==> config.mk <==
export PLATFORM = sky130hd
export DESIGN_NAME = operand_fetch
export DESIGN_NICKNAME = d
export VERILOG_FILES = /design/src/rtl/operand_fetch.sv
export SDC_FILE = /design/constraint.sdc
export NUM_CORES = 1
export LEC_CHECK = 0
export CAP_MARGIN = 20
export CORE_MARGIN = 1.5
export CORE_UTILIZATION = 31
export DETAILED_ROUTE_END_ITERATION = 8
export PLACE_DENSITY = 0.58
export SLEW_MARGIN = 20
export SYNTH_ARGS = -nofsm -noshare
export SYNTH_HDL_FRONTEND = slang
export SYNTH_SLANG_ARGS = --single-unit
==> constraint.sdc <==
create_clock -name i_clk -period 3.45 [get_ports i_clk]
set_clock_uncertainty 0.1 [all_clocks]
set_input_delay 0.69 -clock i_clk [delete_from_list [all_inputs] [get_ports i_clk]]
set_output_delay 0.69 -clock i_clk [all_outputs]
set_load 0.01 [all_outputs]
==> src/rtl/operand_fetch.sv <==
// operand_fetch: issue stage between decode and execute.
// Drives register file read selects straight from the decoded source fields,
// captures both operands (with a same-cycle writeback bypass) into a single
// registered issue slot, and tracks pending destination writes in a 32-bit
// scoreboard so RAW and WAW hazards stall decode.
module operand_fetch (
    input  logic        i_clk,
    input  logic        i_reset,

    input  logic        i_valid,
    output logic        o_ready,
    input  logic [4:0]  i_rs1,
    input  logic [4:0]  i_rs2,
    input  logic [4:0]  i_rd,
    input  logic        i_rd_en,

    output logic [4:0]  o_selectA,
    output logic [4:0]  o_selectB,
    input  logic [31:0] i_portA,
    input  logic [31:0] i_portB,

    input  logic        i_wb_en,
    input  logic [4:0]  i_wb_sel,
    input  logic [31:0] i_wb_data,

    output logic        o_valid,
    input  logic        i_ready,
    output logic [31:0] o_opA,
    output logic [31:0] o_opB,
    output logic [4:0]  o_rd,
    output logic        o_rd_en,
    output logic        o_busy
);

    // Issue slot and scoreboard state
    logic        valid_q, valid_d;
    logic [31:0] opa_q, opa_d;
    logic [31:0] opb_q, opb_d;
    logic [4:0]  rd_q, rd_d;
    logic        rd_en_q, rd_en_d;
    logic [31:0] sb_q, sb_d;

    // Hazard / handshake terms
    logic hit_rs1, hit_rs2, hit_rd;
    logic raw_rs1, raw_rs2, waw;
    logic slot_free;
    logic accept;
    logic set_en;

    // Register file reads are combinational from the incoming source fields.
    assign o_selectA = i_rs1;
    assign o_selectB = i_rs2;

    // Bypass hits and hazard detection; a writeback landing this cycle
    // resolves the pending bit for the matching register.
    always_comb begin
        hit_rs1 = i_wb_en && (i_wb_sel == i_rs1) && (i_rs1 != 5'd0);
        hit_rs2 = i_wb_en && (i_wb_sel == i_rs2) && (i_rs2 != 5'd0);
        hit_rd  = i_wb_en && (i_wb_sel == i_rd)  && (i_rd  != 5'd0);
        raw_rs1 = (i_rs1 != 5'd0) && sb_q[i_rs1] && !hit_rs1;
        raw_rs2 = (i_rs2 != 5'd0) && sb_q[i_rs2] && !hit_rs2;
        waw     = i_rd_en && (i_rd != 5'd0) && sb_q[i_rd] && !hit_rd;
    end

    // Ready never looks at i_valid, so decode can rely on it without a loop.
    assign slot_free = !valid_q || i_ready;
    assign o_ready   = slot_free && !raw_rs1 && !raw_rs2 && !waw && !i_reset;
    assign accept    = i_valid && o_ready;
    assign set_en    = accept && i_rd_en && (i_rd != 5'd0);

    // Issue slot next state: load on accept, drop valid on a bare consume,
    // otherwise hold everything (covers downstream stalls).
    always_comb begin
        valid_d = valid_q;
        opa_d   = opa_q;
        opb_d   = opb_q;
        rd_d    = rd_q;
        rd_en_d = rd_en_q;
        if (accept) begin
            valid_d = 1'b1;
            if (i_rs1 == 5'd0) begin
                opa_d = 32'd0;
            end else if (hit_rs1) begin
                opa_d = i_wb_data;
            end else begin
                opa_d = i_portA;
            end
            if (i_rs2 == 5'd0) begin
                opb_d = 32'd0;
            end else if (hit_rs2) begin
                opb_d = i_wb_data;
            end else begin
                opb_d = i_portB;
            end
            rd_d    = i_rd;
            rd_en_d = i_rd_en;
        end else if (valid_q && i_ready) begin
            valid_d = 1'b0;
        end
    end

    // Scoreboard next state: clear on writeback, then set on issue so a
    // same-index collision leaves the bit pending. Bit 0 is never tracked.
    always_comb begin
        sb_d = sb_q;
        if (i_wb_en) begin
            sb_d[i_wb_sel] = 1'b0;
        end
        if (set_en) begin
            sb_d[i_rd] = 1'b1;
        end
        sb_d[0] = 1'b0;
    end

    // State registers with asynchronous clear
    always_ff @(posedge i_clk or posedge i_reset) begin
        if (i_reset) begin
            valid_q <= 1'b0;
            opa_q   <= 32'd0;
            opb_q   <= 32'd0;
            rd_q    <= 5'd0;
            rd_en_q <= 1'b0;
            sb_q    <= 32'd0;
        end else begin
            valid_q <= valid_d;
            opa_q   <= opa_d;
            opb_q   <= opb_d;
            rd_q    <= rd_d;
            rd_en_q <= rd_en_d;
            sb_q    <= sb_d;
        end
    end

    assign o_valid = valid_q;
    assign o_opA   = opa_q;
    assign o_opB   = opb_q;
    assign o_rd    = rd_q;
    assign o_rd_en = rd_en_q;
    assign o_busy  = |sb_q;

endmodule

* After elaboration in Yosys (flattened, before gate mapping) *
Cells that the tools add are included.
W data, S select, Z words.

word-level totals
  input bits = 122
  flip-flop bits (word level) = 102

operators by class
  bitwise operators = 3
  reduce and logical (&&, ||, !) cells = 39
  multiplexer cells = 18
  $lt $le $gt $ge = 6
  eq/ne operators = 3

operators by type and width
  kind                  count
  $mux W32              6
  $and A32 B32 Y32      1
  $not A32 Y32          1
  $or A32 B32 Y32       1
  $reduce_or A31 Y1     1
  $lt A5 B6 Y1 const B  4
  $logic_and A1 B1 Y1   23
  $bmux W1 S5           3
  $eq A5 B5 Y1          3
  $reduce_bool A5 Y1    3
  $demux W1 S5          2
  $ge A5 B1 Y1 const B  2
  $logic_not A5 Y1      2
  $logic_not A1 Y1      8
  $mux W1               7
  $reduce_bool A2 Y1    1
  $logic_or A1 B1 Y1    1

* Depth between registers and ports, before layout *
Gate-level depths: netlist of the first run.

  depth after elaboration = 14
  depth in mapped cells = 11
  depth with buffers taken out = 7

* Worst setup path after synthesis of the first run *
No wires, ideal clock.

  path type = input -> register
  start = input i_rd[0]
  end = register opa_q[0], in the netlist o_opA[0]
  cell stages on the path = 11
  arrival time = 2.773 ns
  setup slack = 0.449 ns
  buffers on the path = 4
  library setup time = 0.127 ns
  cell sequence = buf_6 -> buf_6 -> mux4_2 -> a32oi_1 -> o211ai_1 -> o21ai_1 -> nand3_1 -> nor3b_2 -> buf_6 -> buf_8 -> mux2_1

between the ends
  longest elaborated chain between the ends = 9

RTL lines
  what                                                                 RTL line  RTL
  from (decl)                                                          14        input logic [4:0] i_rd,
  parallel branches: the longest is 4 deep, another holds $bmux W1 S5  -
  $logic_and A1 B1 Y1 *                                                62        waw = i_rd_en && (i_rd != 5'd0) && sb_q[i_rd] && !hit_rd;
  $logic_not A1 Y1 *                                                   67        assign o_ready = slot_free && !raw_rs1 && !raw_rs2 && !waw && !i_reset;
  $logic_and A1 B1 Y1 * (2 in series)                                  67
  $logic_and A1 B1 Y1 *                                                68        assign accept = i_valid && o_ready;
  to (signal assigned)                                                 126       opa_q <= opa_d;
  to (decl)                                                            37        logic [31:0] opa_q, opa_d;

Mark *: on every way between the ends. The select of a mux whose other input is x is not followed.
A chain may end at the register's enable or synchronous reset.

* Worst setup path in the final report of the first run *
  start = input i_rd[3]
  end = output o_ready

between the ends
  longest elaborated chain between the ends = 8

RTL lines
  what                                                                 RTL line  RTL
  parallel branches: the longest is 4 deep, another holds $bmux W1 S5  -
  $logic_and A1 B1 Y1 *                                                62
  $logic_not A1 Y1 *                                                   67
  $logic_and A1 B1 Y1 * (2 in series)                                  67
  to (decl)                                                            11        output logic o_ready,

Marked as above.

==> results.cfg, run 1 <==
[outcome]
outcome = completed

[yosys]
synth.top_cell.area_share_pct = 40.90
synth_cell_types = 45
synth_edf_count = 0
syn_avg_cell_area_um2 = 11.43
netlist_instances = 546
synth_commonest_cells = dfrtp_1 (102), nor2_1 (70), mux2_1 (48)
yosys-top-cells-area = dfrtp_1 (41%), mux2_1 (8.7%), mux4_2 (7.2%)
syn_area_um2 = 6241
ys_ff_latch = 102
synth.most_common_cell = dfrtp_1
async_flop_share_pct = 100.0
yosysWarningCount = 0
synthFlopType = dfrtp_1
synth_top_cell_by_area = dfrtp_1
seq_area_frac_synth_pct = 40.90
syn_nets = 668

[die]
placementRows = 51
coreArea_um2 = 19590
die_h_um = 144.9
ios = 205
start_util_pct = 31.86
die-area_um2 = 20990
die_w_um = 144.9

[grt]
grt_max_degree = 70
grt_pass1_wl_um = 31820
grt_pass1_vias = 5548
gr-total-overflow = 0
antenna_found_initial = 0
track_usage_pct = 20.31

[power]
power_density_nw_per_um2 = 449.3
peakVddDrop_uv = 226.7
leakagePower_nw = 3.787

[critical_path]
crit_path_start_kind = primary input
endpoint_kind = primary output
cp.required_ps = 2660
cp.arrival_ps = 2600
path_class = primary input to primary output
critPathMaxFanout = 4

[clocking]
cts_hold_buf = 0
clk_path_buf_depth = 2
worstSkewPairLatency_ps = 340
htree_levels = 3
cts_tree = done
cts_sinks = 102
path_clk_slew_ps = 60
cts_buffers = 9
root_buffer = clkbuf_16

[route]
routedWlPerCell_um = 20.29
via_per_inst = 5.110
drt_first_iter_violations = 296
wl_um = 21310
drc = 0
final_antenna_net_count = 0
dr.pass1.iters = 4
vias = 5365

[place]
dpl-instance-area_um2 = 8921
dp_hpwl_um = 16610
numPortBuffers = 204
globalplace.congestion = 0.9357
numPlacedInstances = 1032

[finish]
final_cell_area_um2 = 9248
final_core_util_pct = 47.21
insertedDiodeCount = 0
areaGrowthSynthToFinish_pct = 48.18
n_fill_cell = 1808
instances_no_fill = 1050
final_nets = 902
drive_above_1_share_pct = 21.78

[timing]
hold_viol = 0
fmax_mhz = 295.4
finalMaxSlewViolations = 0
tightestPinTransition_ps = 615.0
slew_headroom_pct = 59.00
min_period_ps = 3385
fin_hold_ws_ps = 382.2
setup_viol = 0
rsz0062_at_grt = false
period_share_pct = 98.12

[flow_run]
drv_cap = 0

[worst_hold_path]
hold_class = register to register
-- where the power goes --
group	leakage (nW)	switching (mW)	internal, mW	total [mW]
logic	2.39	0.598	0.935	1.53
clock network	0.133	0.430	0.531	0.961
registers	1.27	0.184	1.48	1.66
total	3.79	1.21	2.94	4.15
-- placed cells by master (no fill, tap or decap), types with 3 or more instances in the layout --
| cell type | Yosys | final |
|---|---|---|
| mux2i_1 | 40 | 40 |
| clkbuf_1 | 23 | 3 |
| nor2_2 | 0 | 3 |
| xor2_1 | 12 | 12 |
| nand3b_1 | 9 | 9 |
| or3b_2 | 6 | 6 |
| xnor2_1 | 3 | 3 |
| buf_12 | 4 | 9 |
| o21ai_0 | 28 | 28 |
| buf_4 | 13 | 60 |
| clkdlybuf4s50_1 | 0 | 197 |
| mux2_1 | 48 | 48 |
| or4_1 | 5 | 5 |
| a22o_1 | 35 | 35 |
| dfrtp_1 | 102 | 102 |
| nor2_1 | 70 | 67 |
| clkbuf_16 | 0 | 9 |
| mux4_2 | 20 | 20 |
| a21bo_2 | 28 | 28 |
| nand3_1 | 7 | 7 |
| nand2b_1 | 8 | 8 |
| nor4_1 | 12 | 12 |
| dlymetal6s2s_1 | 0 | 3 |
| a21oi_1 | 4 | 4 |
| mux2_2 | 24 | 24 |
| nand2_1 | 6 | 6 |
| dlygate4sd2_1 | 0 | 3 |
-- sequential cells by signal, summed over array words and instances (netlist names) --
| name | count |
|---|---|
| o_opB | 32 |
| o_valid | 1 |
| o_rd | 5 |
| o_rd_en | 1 |
| sb_q | 31 |
| o_opA | 32 |
-- worst max-delay path, cell delays in order --
cell and delay (ps):
clkdlybuf4s50_1 610, buf_4 180, or3b_2 460, nand2b_1 170, nand4_1 80, o21ai_1 70, nand3_1 120, nor2_2 60
buf_2 150
-- metrics by stage --
step / total power [mW] / TNS (ps) / setup slack, ps
3_5_place_dp: 3.228 / -26750 / -549.1
4_1_cts: 4.213 / 0 / 28.26
5_1_grt: 4.381 / 0 / 0.6397
2_1_floorplan: 2.281 / 0 / 449.5
6_report: 4.155 / 0 / 64.71
3_3_place_gp: 3.200 / -26690 / -523.2
-- logic make-up (layout without fill, tap and decap cells) --
logic type	count (synthesis)	count (layout)	synth area share [%]
and+or+nand+nor	133	133	10.85
muxes	132	132	26.62
AOI/OAI and AO/OA	110	110	13.77
DFF	102	102	40.90
buffers and inverters	54	293	5.754
xor gates and xnor gates	15	15	2.105
-- final timing paths --
path,start,end,slack (ps),cells past startpoint
worst max-delay path,i_rd[3],o_ready,60,9
worst min-delay path,o_opA[31]$_DFFE_PP0P_,o_opA[31]$_DFFE_PP0P_,380,1
worst max register to register,sb_q[31]$_DFF_PP0_,o_opB[5]$_DFFE_PP0P_,540,10
worst min register to register,o_opA[31]$_DFFE_PP0P_,o_opA[31]$_DFFE_PP0P_,380,1
max in group asynchronous,i_reset,o_opA[29]$_DFFE_PP0P_,2160,3
min in group asynchronous,i_reset,o_valid$_DFFE_PP0P_,730,3
-- per-layer routing --
metal | vias to the layer above | GRT usage, % | share of wire, %
met5 | - | 0 | 0
met4 | 0 | 5.369 | 1.4
met3 | 18 | 3.521 | 6.0
met2 | 174 | 35.39 | 51
met1 | 2699 | 25.95 | 42
li1 | 2474 | - | -
-- layout make-up --
cell class	count	area, um2	share of cell area [%]
clock inverter	2	16.27	0.1759
timing repair buffer	274	2704	29.24
inverter	3	15.01	0.1624
clock buffer	14	264.0	2.855
sequential	102	2552	27.60
tap	265	331.6	3.585
multi-input combinational	390	3364	36.38
-- timing repair --
action                                 4_1_cts  5_1_grt
endpoints found under the hold margin        0        0
gates resized for setup                      8        4
setup endpoints to repair                    1       63
cloned                                       1        0
pin swaps                                    5        0
buffers inserted                             1        0
Note: power is estimated with default switching activity, not from simulation.
==> inputs of run 2 (changes only) <==
--- a/config.mk
+++ b/config.mk
@@ -7,9 +7,9 @@
 export LEC_CHECK = 0
 export CAP_MARGIN = 20
 export CORE_MARGIN = 1.5
-export CORE_UTILIZATION = 31
+export CORE_UTILIZATION = 42
 export DETAILED_ROUTE_END_ITERATION = 8
-export PLACE_DENSITY = 0.58
+export PLACE_DENSITY = 0.75
 export SLEW_MARGIN = 20
 export SYNTH_ARGS = -nofsm -noshare
 export SYNTH_HDL_FRONTEND = slang
==> results.cfg, run 2 (same netlist as run 1, synthesis figures left out) <==
[outcome]
outcome = completed

[clocking]
htree_levels = 3
worstSkewPairLatency_ps = 350
cts_sinks = 102
cts_buffers = 9
cts_tree = done
cts_hold_buf = 0
path_clk_slew_ps = 70
root_buffer = clkbuf_16
clk_path_buf_depth = 2

[critical_path]
path_class = primary input to primary output
crit_family = buffers and inverters
cp.arrival_ps = 2590
cp.required_ps = 2660
r2r_start = sb_q[31]$_DFF_PP0_
r2r-end = o_opB[7]$_DFFE_PP0P_
critPathMaxFanout = 5
path_cells = clkdlybuf4s50_1, buf_4, mux4_2, mux2i_1, mux2i_1, a32oi_1, nor2_1, nor2_1, buf_2
crit_path_start_kind = primary input
critPathMaxStageDelay_ps = 540
reg2reg_depth = 12
r2r_setup_slack_ps = 310
crit_buf_inv = 3
endpoint_kind = primary output
critPathSlowestCell = clkdlybuf4s50_1

[timing]
min_period_ps = 3385
hold_viol = 0
period_share_pct = 98.10
finalMaxSlewViolations = 0
tightestPinTransition_ps = 803.4
rsz0062_at_grt = false
slew_headroom_pct = 46.33
setup_viol = 0
fin_hold_ws_ps = 386.8
fmax_mhz = 295.5

[finish]
insertedDiodeCount = 0
final_nets = 917
final-seq-area_um2 = 2552
n_fill_cell = 1146
layout_commonest_cell = clkdlybuf4s50_1
multi_input_area_um2 = 3393
areaGrowthSynthToFinish_pct = 50.20
final_cell_mix = clkdlybuf4s50_1 (191), dfrtp_1 (102), nor2_1 (67)
drive_above_1_share_pct = 24.63

[grt]
antenna_found_initial = 0
grt_max_degree = 46
track_usage_pct = 26.24
grt_pass1_vias = 5735
grt_pass1_wl_um = 31990
gr-total-overflow = 0

[route]
wl_um = 21210
via_per_inst = 5.697
vias = 5606
dr.pass1.iters = 5
drt_first_iter_violations = 388
drc = 0
routedWlPerCell_um = 21.55
final_antenna_net_count = 0

[power]
leakagePower_nw = 3.951
power_mw = 4.229
power_density_nw_per_um2 = 451.1
peakVddDrop_uv = 366.8

[worst_hold_path]
hold_class = register to register
hold_path_depth = 1
hp-start = o_opA[30]$_DFFE_PP0P_
min_to = o_opA[30]$_DFFE_PP0P_

[place]
dp_hpwl_um = 15610
numPortBuffers = 204
globalplace.congestion = 0.9736

[die]
die-area_um2 = 15600
coreArea_um2 = 14530
start_util_pct = 42.94
die_h_um = 124.9
ios = 205
placementRows = 44
die_w_um = 124.9

[flow_run]
drv_cap = 0
==> run 2: layer usage <==
| layer | vias up | global-route usage [%] | share of wire [%] |
|---|---|---|---|
| li1 | 2514 | - | - |
| met3 | 53 | 5.198 | 6.7 |
| met4 | 0 | 10.70 | 3.3 |
| met1 | 2753 | 32.84 | 40 |
| met2 | 286 | 44.70 | 50 |
| met5 | - | 0 | 0 |
==> run 2: what timing repair did <==
item                       in CTS  in global routing
pin swaps                       5                  5
setup buffers                   2                 13
setup endpoints to repair      24                 55
resized for setup               9                 29
gates cloned                    0                  3
==> run 2: layout make-up <==
| type | count | share of cell area, % |
|---|---|---|
| Clock buffer | 12 | 2.843 |
| Clock inverter | 4 | 0.3203 |
| Inverter | 3 | 0.1602 |
| Multi-Input combinational cell | 390 | 36.20 |
| Sequential cell | 102 | 27.23 |
| Tap cell | 184 | 2.456 |
| Timing Repair Buffer | 289 | 30.79 |
==> run 2: power breakdown <==
group | switching (mW) | internal (mW) | leakage (nW)
clock | 0.446 | 0.550 | 0.145
sequential | 0.185 | 1.48 | 1.27
combinational | 0.610 | 0.961 | 2.54
==> run 2: how the worst max path moves through the flow <==
stage | startpoint | end | slack [ps] | cells after the start
after CTS | i_rd[3] | o_ready | 70 | 9
after floorplan | i_rd[0] | o_opA[0]$_DFFE_PP0P_ | 450 | 11
after global placement | i_rd[0] | o_ready | -500 | 8
after global routing | i_rd[4] | o_opB[7]$_DFFE_PP0P_ | 2 | 13
final | i_rs2[2] | o_ready | 70 | 9
after detailed placement | i_rd[0] | o_ready | -520 | 9
==> run 2: per-stage QoR <==
step	std cells	util [%]	setup WS (ps)	cell area (um2)	TNS [ps]
3_3_place_gp	950	60.49	-496.1	8791	-26310
4_1_cts	968	62.65	69.33	9105	0
5_1_grt	984	64.50	1.876	9374	0
6_report	984	64.50	65.46	9374	0
3_5_place_dp	950	60.49	-521.7	8791	-28960
2_1_floorplan	546	-	449.5	6245	0
